## src/rtl/control_unit_pkg.sv

```systemverilog
// ---------------------------------------------------------------------------
// cpuConfig: shared types and constants for the picoMIPS control unit.
//   A_SIZE / O_SIZE / FLAG_W : ALU function, opcode and flag vector widths
//   FLAG_*                   : bit positions inside the {V,N,C,Z} flag vector
//   aluFunc_t                : ALU operation select
//   opCode_t                 : instruction opcodes
//   ctrlState_t              : control FSM states
// ---------------------------------------------------------------------------
package cpuConfig;

    localparam int A_SIZE = 3;
    localparam int O_SIZE = 6;
    localparam int FLAG_W = 4;

    localparam int FLAG_Z = 0;
    localparam int FLAG_C = 1;
    localparam int FLAG_N = 2;
    localparam int FLAG_V = 3;

    typedef enum logic [A_SIZE-1:0] {
        ALU_A   = 3'd0,
        ALU_B   = 3'd1,
        ALU_ADD = 3'd2,
        ALU_MUL = 3'd3
    } aluFunc_t;

    typedef enum logic [O_SIZE-1:0] {
        NOP   = 6'd0,
        ADD   = 6'd1,
        ADDI  = 6'd2,
        MUL   = 6'd3,
        LDI   = 6'd4,
        LDS   = 6'd5,
        WAIT0 = 6'd6,
        WAIT1 = 6'd7,
        WAITE = 6'd8,
        BEQ   = 6'd9,
        BNE   = 6'd10
    } opCode_t;

    typedef enum logic {
        RUN      = 1'b0,
        MUL_WAIT = 1'b1
    } ctrlState_t;

endpackage

```

## src/rtl/control_unit_if.sv

```systemverilog
// ---------------------------------------------------------------------------
// control_unit_if: instruction/flag inputs and datapath/PC controls of the
// control unit.
//   master : the ROM/datapath side (drives opCode, aluFlags)
//   slave  : the control unit (drives the decoded controls)
// ---------------------------------------------------------------------------
interface control_unit_if;
    import cpuConfig::*;

    logic [O_SIZE-1:0] opCode;
    logic [FLAG_W-1:0] aluFlags;
    aluFunc_t          aluFunc;
    logic              aluImmediate;
    logic              immSwitches;
    logic              pcInc;
    logic              pcLoad;
    logic              writeReg;
    logic              stall;

    modport master (
        output opCode, aluFlags,
        input  aluFunc, aluImmediate, immSwitches, pcInc, pcLoad, writeReg, stall
    );

    modport slave (
        input  opCode, aluFlags,
        output aluFunc, aluImmediate, immSwitches, pcInc, pcLoad, writeReg, stall
    );

endinterface

```

## src/rtl/control_unit_switch_sync.sv

```systemverilog
// ---------------------------------------------------------------------------
// switch_sync: multi-flop synchroniser plus rising-edge detector for an
// asynchronous board switch.
//   clk, reset : system clock, synchronous active-high reset
//   async_in   : raw switch input
//   level      : synchronised switch level (SYNC_STAGES flops deep)
//   rise       : one-cycle pulse on the cycle level goes 0 -> 1
// ---------------------------------------------------------------------------
module switch_sync #(
    parameter int SYNC_STAGES = 2
) (
    input  logic clk,
    input  logic reset,
    input  logic async_in,
    output logic level,
    output logic rise
);

    logic [SYNC_STAGES-1:0] sync_q, sync_d;
    logic                   prev_q, prev_d;

    always_comb begin
        sync_d = {sync_q[SYNC_STAGES-2:0], async_in};
        prev_d = sync_q[SYNC_STAGES-1];
    end

    always_ff @(posedge clk) begin
        if (reset) begin
            sync_q <= '0;
            prev_q <= 1'b0;
        end else begin
            sync_q <= sync_d;
            prev_q <= prev_d;
        end
    end

    assign level = sync_q[SYNC_STAGES-1];
    assign rise  = sync_q[SYNC_STAGES-1] & ~prev_q;

endmodule

```

## src/rtl/control_unit.sv

```systemverilog
// ---------------------------------------------------------------------------
// control_unit: picoMIPS instruction decode with a small stall FSM for
// multi-cycle multiply and switch waits. Decode is zero-latency; only the
// FSM state, the multiply counter and the switch synchroniser are registered.
//   clk, reset  : system clock, synchronous active-high reset
//   demoSwitch  : asynchronous board switch
//   cu (slave)  : opCode/aluFlags in; aluFunc, aluImmediate, immSwitches,
//                 pcInc, pcLoad, writeReg, stall out
//
//   state    | meaning
//   ---------+-------------------------------------------------------------
//   RUN      | normal single-cycle decode; a MUL start enters MUL_WAIT
//   MUL_WAIT | multiply in progress; cnt counts remaining stall cycles
// ---------------------------------------------------------------------------
module control_unit
    import cpuConfig::*;
#(
    parameter int MUL_CYCLES  = 3,
    parameter int SYNC_STAGES = 2
) (
    input  logic          clk,
    input  logic          reset,
    input  logic          demoSwitch,
    control_unit_if.slave cu
);

    localparam int CW = $clog2(MUL_CYCLES) + 1;
    localparam logic [CW-1:0] CNT_INIT = (MUL_CYCLES > 1) ? CW'(MUL_CYCLES - 2) : '0;

    ctrlState_t    state_q, state_d;
    logic [CW-1:0] cnt_q, cnt_d;

    logic sw_sync;
    logic sw_rise;

    aluFunc_t alu_func;
    logic     alu_imm;
    logic     imm_sw;
    logic     pc_inc;
    logic     pc_load;
    logic     write_reg;
    logic     stall_o;

    logic unused_flags;
    assign unused_flags = ^cu.aluFlags[FLAG_W-1:1];

    switch_sync #(
        .SYNC_STAGES (SYNC_STAGES)
    ) u_switch_sync (
        .clk      (clk),
        .reset    (reset),
        .async_in (demoSwitch),
        .level    (sw_sync),
        .rise     (sw_rise)
    );

    always_comb begin
        alu_func  = ALU_A;
        alu_imm   = 1'b0;
        imm_sw    = 1'b0;
        pc_inc    = 1'b1;
        pc_load   = 1'b0;
        write_reg = 1'b1;
        stall_o   = 1'b0;
        state_d   = state_q;
        cnt_d     = cnt_q;

        if (state_q == MUL_WAIT) begin
            // The opcode is frozen while the PC is held, so the multiply
            // outputs do not depend on it here.
            alu_func = ALU_MUL;
            if (cnt_q != '0) begin
                stall_o   = 1'b1;
                pc_inc    = 1'b0;
                write_reg = 1'b0;
                cnt_d     = cnt_q - CW'(1);
            end else begin
                state_d = RUN;
            end
        end else begin
            case (cu.opCode)
                LDI: begin
                    alu_func = ALU_B;
                    alu_imm  = 1'b1;
                end
                LDS: begin
                    alu_func = ALU_B;
                    alu_imm  = 1'b1;
                    imm_sw   = 1'b1;
                end
                ADD: begin
                    alu_func = ALU_ADD;
                end
                ADDI: begin
                    alu_func = ALU_ADD;
                    alu_imm  = 1'b1;
                end
                MUL: begin
                    alu_func = ALU_MUL;
                    if (MUL_CYCLES > 1) begin
                        stall_o   = 1'b1;
                        pc_inc    = 1'b0;
                        write_reg = 1'b0;
                        state_d   = MUL_WAIT;
                        cnt_d     = CNT_INIT;
                    end
                end
                WAIT0: begin
                    write_reg = 1'b0;
                    pc_inc    = ~sw_sync;
                    stall_o   = sw_sync;
                end
                WAIT1: begin
                    write_reg = 1'b0;
                    pc_inc    = sw_sync;
                    stall_o   = ~sw_sync;
                end
                WAITE: begin
                    // Only a rise seen while sitting here releases the wait.
                    write_reg = 1'b0;
                    pc_inc    = sw_rise;
                    stall_o   = ~sw_rise;
                end
                BEQ: begin
                    write_reg = 1'b0;
                    pc_load   = cu.aluFlags[FLAG_Z];
                    pc_inc    = ~cu.aluFlags[FLAG_Z];
                end
                BNE: begin
                    write_reg = 1'b0;
                    pc_load   = ~cu.aluFlags[FLAG_Z];
                    pc_inc    = cu.aluFlags[FLAG_Z];
                end
                default: begin
                end
            endcase
        end

        if (reset) begin
            alu_func  = ALU_A;
            alu_imm   = 1'b0;
            imm_sw    = 1'b0;
            pc_inc    = 1'b0;
            pc_load   = 1'b0;
            write_reg = 1'b0;
            stall_o   = 1'b1;
        end
    end

    always_ff @(posedge clk) begin
        if (reset) begin
            state_q <= RUN;
            cnt_q   <= '0;
        end else begin
            state_q <= state_d;
            cnt_q   <= cnt_d;
        end
    end

    assign cu.aluFunc      = alu_func;
    assign cu.aluImmediate = alu_imm;
    assign cu.immSwitches  = imm_sw;
    assign cu.pcInc        = pc_inc;
    assign cu.pcLoad       = pc_load;
    assign cu.writeReg     = write_reg;
    assign cu.stall        = stall_o;

endmodule
```

## src/flat_wrapper.sv

```systemverilog
// flat-port wrapper written by rule: the top's interface ports become plain ports
module control_unit_flat import cpuConfig::*;
#(
    parameter int MUL_CYCLES  = 3,
    parameter int SYNC_STAGES = 2
)
  (clk, reset, demoSwitch, cu_opCode, cu_aluFlags, cu_aluFunc, cu_aluImmediate, cu_immSwitches, cu_pcInc, cu_pcLoad, cu_writeReg, cu_stall);
  control_unit_if cu_i ();
  input  logic clk;
  input  logic reset;
  input  logic demoSwitch;
  input wire logic [$bits(cu_i.opCode)-1:0] cu_opCode;
  input wire logic [$bits(cu_i.aluFlags)-1:0] cu_aluFlags;
  output wire logic [$bits(cu_i.aluFunc)-1:0] cu_aluFunc;
  output wire logic [$bits(cu_i.aluImmediate)-1:0] cu_aluImmediate;
  output wire logic [$bits(cu_i.immSwitches)-1:0] cu_immSwitches;
  output wire logic [$bits(cu_i.pcInc)-1:0] cu_pcInc;
  output wire logic [$bits(cu_i.pcLoad)-1:0] cu_pcLoad;
  output wire logic [$bits(cu_i.writeReg)-1:0] cu_writeReg;
  output wire logic [$bits(cu_i.stall)-1:0] cu_stall;
  assign cu_i.opCode = cu_opCode;
  assign cu_i.aluFlags = cu_aluFlags;
  assign cu_aluFunc = cu_i.aluFunc;
  assign cu_aluImmediate = cu_i.aluImmediate;
  assign cu_immSwitches = cu_i.immSwitches;
  assign cu_pcInc = cu_i.pcInc;
  assign cu_pcLoad = cu_i.pcLoad;
  assign cu_writeReg = cu_i.writeReg;
  assign cu_stall = cu_i.stall;
  control_unit #(.MUL_CYCLES(MUL_CYCLES), .SYNC_STAGES(SYNC_STAGES)) u_core (.clk(clk), .reset(reset), .demoSwitch(demoSwitch), .cu(cu_i));
endmodule
```

## config.mk

```make
export PLATFORM = sky130hd
export DESIGN_NAME = control_unit_flat
export DESIGN_NICKNAME = d
export VERILOG_FILES = /design/src/rtl/control_unit_pkg.sv /design/src/rtl/control_unit_if.sv /design/src/rtl/control_unit_switch_sync.sv /design/src/rtl/control_unit.sv /design/src/flat_wrapper.sv
export SDC_FILE = /design/constraint.sdc
export NUM_CORES = 1
export LEC_CHECK = 0
export CAP_MARGIN = 40
export CORE_MARGIN = 4
export CORE_UTILIZATION = 42
export DETAILED_ROUTE_END_ITERATION = 10
export PLACE_DENSITY = 0.88
export RECOVER_POWER = 50
export REMOVE_ABC_BUFFERS = 1
export SKIP_CTS_REPAIR_TIMING = 1
export SLEW_MARGIN = 10
export SYNTH_ARGS = -nofsm -noshare
export SYNTH_HDL_FRONTEND = slang
export SYNTH_SLANG_ARGS = --single-unit
```

## constraint.sdc

```tcl
create_clock -name clk -period 1.52 [get_ports clk]
set_clock_uncertainty 0.05 [all_clocks]
set_input_delay 0.304 -clock clk [delete_from_list [all_inputs] [get_ports clk]]
set_output_delay 0.304 -clock clk [all_outputs]
set_load 0.02 [all_outputs]
```

; Word-level counts from Yosys, hierarchy flattened
; Index checks and enable logic that the tools add are counted.
[op_classes]
n_addsub = 1
n_eq_ne = 11
muxes = 28
bitwise = 5
n_reduce_logical = 7
[ops]
columns = op, n
row1 = $eq A6 B3 Y1 const B, 4
row2 = $mux W1, 19
row3 = $eq A6 B4 Y1 const B, 3
row4 = $mux W3, 5
row5 = $eq A6 B2 Y1 const B, 2
row6 = $eq A6 B1 Y1 const B, 1
row7 = $pmux W1 S6, 1
row8 = $pmux W2 S3, 1
row9 = $reduce_or A6 Y1, 1
row10 = $not A1 Y1, 4
row11 = $pmux W1 S4, 1
row12 = $reduce_or A2 Y1, 2
row13 = $reduce_bool A3 Y1, 1
row14 = $reduce_or A3 Y1, 1
row15 = $sub A3 B1 Y3 const B, 1
row16 = $ne A2 B2 Y1 const B, 1
row17 = $pmux W1 S2, 1
row18 = $reduce_and A2 Y1, 1
row19 = $reduce_bool A2 Y1, 1
row20 = $and A1 B1 Y1, 1
[totals]
regBits = 7
out_inout_bits = 9
word_cells = 56

; Longest topological paths before layout
[depth]
depth_word = 6
depth_mapped = 6

; Cells and area by module
; From an unflattened synthesis, not the netlist that was laid out.
[unflattened]
hier_cells = 75
area_unflattened_um2 = 553.0
[modules_own_cells]
columns = module, n_inst, cells_per_inst, area_each_um2, seq_area_each_um2
row1 = control_unit, 1, 68, 465.4, 80.1
row2 = switch_sync, 1, 7, 87.6, 60.1

; Least setup slack after synthesis
; Ideal clock, no wire load.
[synth_timing]
path_type = input to output
start = in cu_opCode[2]
end = out cu_pcLoad
arrival_ns = 1.589
path_slack_ns = -0.423
stages = 3
cell_sequence = buf_2 nor4b_1 nor4b_1
[synth_between]
elab_chain_len = 4
elab_cells_between_ends = 5
classes_between = eq/ne (2) / mux (3)
[synth_lines]
columns = item, line_no
row1 = from (decl), flat_wrapper.sv:12  ; input wire logic [$bits(cu_i.opCode)-1:0] cu_opCode;
row2 = $eq A6 B4 Y1, control_unit.sv:81  ; case (cu.opCode)
row3 = $pmux W1 S2 *, control_unit.sv:81
row4 = $mux W1 *, control_unit.sv:68  ; if (state_q == MUL_WAIT) begin
row5 = $mux W1 *, control_unit.sv:139  ; if (reset) begin
row6 = to (decl), flat_wrapper.sv:18  ; output wire logic [$bits(cu_i.pcLoad)-1:0] cu_pcLoad;
; Every way passes the cells marked *; elsewhere a longest branch is shown, timed or not.

; Final worst setup path
[layout_timing]
start = reg u_core.cnt_q[0]
end = out cu_stall
[layout_between]
elab_chain_len = 4
[layout_lines]
columns = item, line_no
row1 = from (decl), control_unit.sv:31  ; logic [CW-1:0] cnt_q, cnt_d;
row2 = from (signal assigned), control_unit.sv:156  ; cnt_q <= cnt_d;
row3 = $reduce_bool A3 Y1, control_unit.sv:72  ; if (cnt_q != '0) begin
row4 = $mux W1, control_unit.sv:72
row5 = $mux W1, control_unit.sv:68
row6 = $mux W1, control_unit.sv:139
row7 = to (decl), flat_wrapper.sv:20  ; output wire logic [$bits(cu_i.stall)-1:0] cu_stall;
; No other way between the ends.

==> flow_metrics.env <==
export IMPL_synthFlopType="dfxtp_1"
export IMPL_yosysTopAreaCellShare_pct=24.56
export IMPL_synth_distinct_cells=32
export IMPL_syn_mean_instance_area_um2=7.607
export IMPL_antenna_found_initial=0
export IMPL_diodes=0
export IMPL_power_density_nw_per_um2=504.6
export IMPL_multi_input_area_um2=544.3
export IMPL_async_flop_share_pct=0
export IMPL_yosys_top_cells_count="nor2_1, dfxtp_1, a21oi_1"
export IMPL_path_class="flip-flop to output pin"
export IMPL_drv_cap=0
export IMPL_ys_seq_area_share_pct=24.56
export IMPL_yosys_area_top_type="dfxtp_1"
export IMPL_wl_per_cell_um=17.48
export IMPL_fillCellCount=67
export IMPL_reg2reg_from="u_core.cnt_q[0]$_SDFFE_PP0P_"
export IMPL_cpPeakStageDelay_ns=0.34
export IMPL_total_power_uw=553.7
export IMPL_grt_usage_pct=19.49
export IMPL_layout_cells_non_filler=129
export IMPL_crit_path_top_delay_cell="dfxtp_2"
export IMPL_fin_nets=130
export IMPL_dpl_cell_count=118
export IMPL_synth_edf_count=0
export IMPL_cts_tree="done"
export IMPL_cts_buffers_inserted=3
export IMPL_via_count=722
export IMPL_cp_endpoint="cu_stall"
export IMPL_route_detailed_drc=0
export IMPL_path_buf_inv=2
export IMPL_grt_overflow=0
export IMPL_cts_sinks=7
export IMPL_ios=22
export IMPL_antenna_left=0
export IMPL_syn_to_final_growth_pct=92.32
export IMPL_cp_data_required_time_ns=1.17
export IMPL_period_minus_slack_ns=1.781
export IMPL_path_max_fanout=3
export IMPL_end_kind="output pin"
export IMPL_drive_gt1_share_pct=60.53
export IMPL_grt_pass1_vias=670
export IMPL_finalHoldViolCount=0
export IMPL_syn_area_um2=570.5
export IMPL_drv_slew=0
export IMPL_rsz0062_at_grt="true"
export IMPL_die_h_um=44.86
export IMPL_final_seq_area_um2=145.1
export IMPL_drt_first_iter_violations=9
export IMPL_reg2reg_to="u_core.cnt_q[1]$_SDFFE_PP0P_"
export IMPL_min_period_over_period_pct=117.1
export IMPL_yosysWarnings=0
export IMPL_whs_path_depth=1
export IMPL_core_um2=1285
export IMPL_rows=13
export IMPL_cts_max_level=1
export IMPL_r2r_slack_ns=-0.08
export IMPL_hpwlAfterDp_um=1323
export IMPL_fmax_ghz=0.5616
export IMPL_cts_clk_slew_worst_paths_ns=0.05
export IMPL_dr_pass1_iters=4
export IMPL_die_area_um2=2012
export IMPL_crit_cells=7
export IMPL_wl_um=2255
export IMPL_cts_buffer_depth=2
export IMPL_gp_congestion=0.8409
export IMPL_vias_per_cell=5.597
export IMPL_crit_arrival_ns=1.43
export IMPL_power_leakage_uw=0.0004810
export IMPL_path_cells="inv_2 -> ha_4 -> ha_4 -> nand2b_4 -> nand2b_4 -> o21bai_1 -> buf_4"
export IMPL_critPathLaunch="u_core.cnt_q[0]$_SDFFE_PP0P_"
export IMPL_start_util_pct=44.40
export IMPL_grt_pass1_wl_um=2822
export IMPL_startpoint_type="flip-flop"
export IMPL_crit_family="flip-flops"
export IMPL_clock_latency_ns=0.26
export IMPL_finalSetupViolCount=9
export IMPL_synth_seq_cells=7
export IMPL_synth_area_leaders="dfxtp_1, nor2_1, nor4b_1"
export IMPL_die_w_um=44.86
export IMPL_min_path_type="flip-flop to flip-flop"
export IMPL_status="finished with violations"
export IMPL_grt_start_max_net_pins=13
export IMPL_final_setup_worst_slack_ns=-0.2605
export IMPL_port_buffers=17
export IMPL_violations="negative setup slack"
export IMPL_yosysMostFrequentCell="nor2_1"
export IMPL_worst_r2r_cell_count=8
export IMPL_synthCells=75
export IMPL_peakVddDrop_v=0.0004822
export IMPL_cts_root_buf="clkbuf_4"
-- sequential cells by signal (all words and copies together) (netlist names) --
signal,cells
u_core.u_switch_sync.prev_q,1
u_core.state_q,1
u_core.u_switch_sync.sync_q,2
u_core.cnt_q,3
-- final cells by class --
class	count	share of cell area, %
timing repair buffer	41	31.70
multi-input combinational	58	49.60
clock buffer	4	2.395
inverter	4	1.368
sequential	7	13.23
tap	15	1.710
-- per-layer routing --
| metal | global-route usage, % | vias up | part of all wire (%) |
|---|---|---|---|
| li1 | - | 343 | - |
| met1 | 20.96 | 342 | 35 |
| met2 | 33.24 | 29 | 56 |
| met3 | 2.789 | 8 | 6.1 |
| met4 | 16.37 | 0 | 3.6 |
| met5 | 0 | - | 0 |
-- worst reg2reg max path: cells and delay by family (launching register included) --
family	cells	cell delay [ns]
fa+ha+maj	2	0.31
simple gates	2	0.47
compound gates	1	0.05
flops	1	0.34
buf+inv	3	0.30
-- how the worst min path moves through the flow --
stage,startpoint,end
after floorplan,reset,u_core.u_switch_sync.prev_q$_SDFF_PP0_
after global placement,u_core.u_switch_sync.sync_q[0]$_SDFF_PP0_,u_core.u_switch_sync.sync_q[1]$_SDFF_PP0_
after detailed placement,u_core.u_switch_sync.sync_q[0]$_SDFF_PP0_,u_core.u_switch_sync.sync_q[1]$_SDFF_PP0_
after CTS,u_core.u_switch_sync.sync_q[0]$_SDFF_PP0_,u_core.u_switch_sync.sync_q[1]$_SDFF_PP0_
after global routing,u_core.u_switch_sync.sync_q[0]$_SDFF_PP0_,u_core.u_switch_sync.sync_q[1]$_SDFF_PP0_
final,u_core.u_switch_sync.sync_q[0]$_SDFF_PP0_,u_core.u_switch_sync.sync_q[1]$_SDFF_PP0_
-- metrics by stage --
stage	TNS, ns	setup WS [ns]	utilization [%]	cell area (um^2)	hold slack [ns]
after floorplan	-0.9352	-0.3016	-	540.5	0.3207
after global placement	-9.258	-1.030	66.70	857.1	0.3674
after detailed placement	-9.650	-1.076	66.70	857.1	0.3895
after CTS	-8.678	-1.085	68.74	883.3	0.3990
after global routing	-1.800	-0.3843	85.39	1097	0.4151
final	-1.290	-0.2605	85.39	1097	0.3929
-- power breakdown --
part | switching (uW) | total (uW) | internal (uW)
logic | 95.6 | 192 | 96.5
clock network | 72.8 | 173 | 100
registers | 2.42 | 188 | 186
total | 171 | 554 | 383
-- cell usage in the layout, fill, tap and decap left out, types with 2 or more instances in the layout --
cell	Yosys	routed
nor2b_1	3	2
inv_1	4	2
clkbuf_2	0	2
a21oi_1	5	4
nand2_1	4	3
nand2b_4	0	2
or3_4	1	2
ha_4	0	2
dfxtp_1	7	5
nor2_1	9	7
nor4b_4	0	2
o21ai_1	0	2
xnor2_1	2	2
inv_2	0	2
a31oi_1	2	2
dlymetal6s2s_1	0	2
clkbuf_4	0	3
nor2_2	1	2
buf_4	1	29
a21o_1	2	2
buf_6	0	4
a21oi_2	1	2
nor3_2	0	2
-- logic make-up after synthesis --
family | after synthesis | synth area share (%)
flip-flops | 7 | 24.56
AND/OR/NAND/NOR | 34 | 36.62
buffers and inverters | 10 | 7.894
AO/OA/AOI/OAI | 18 | 21.05
multiplexers | 1 | 1.754
adder cells (fa/ha/maj) | 2 | 4.385
XOR/XNOR | 2 | 3.071
other | 1 | 0.6573
Power figures use the tool's default switching activity.
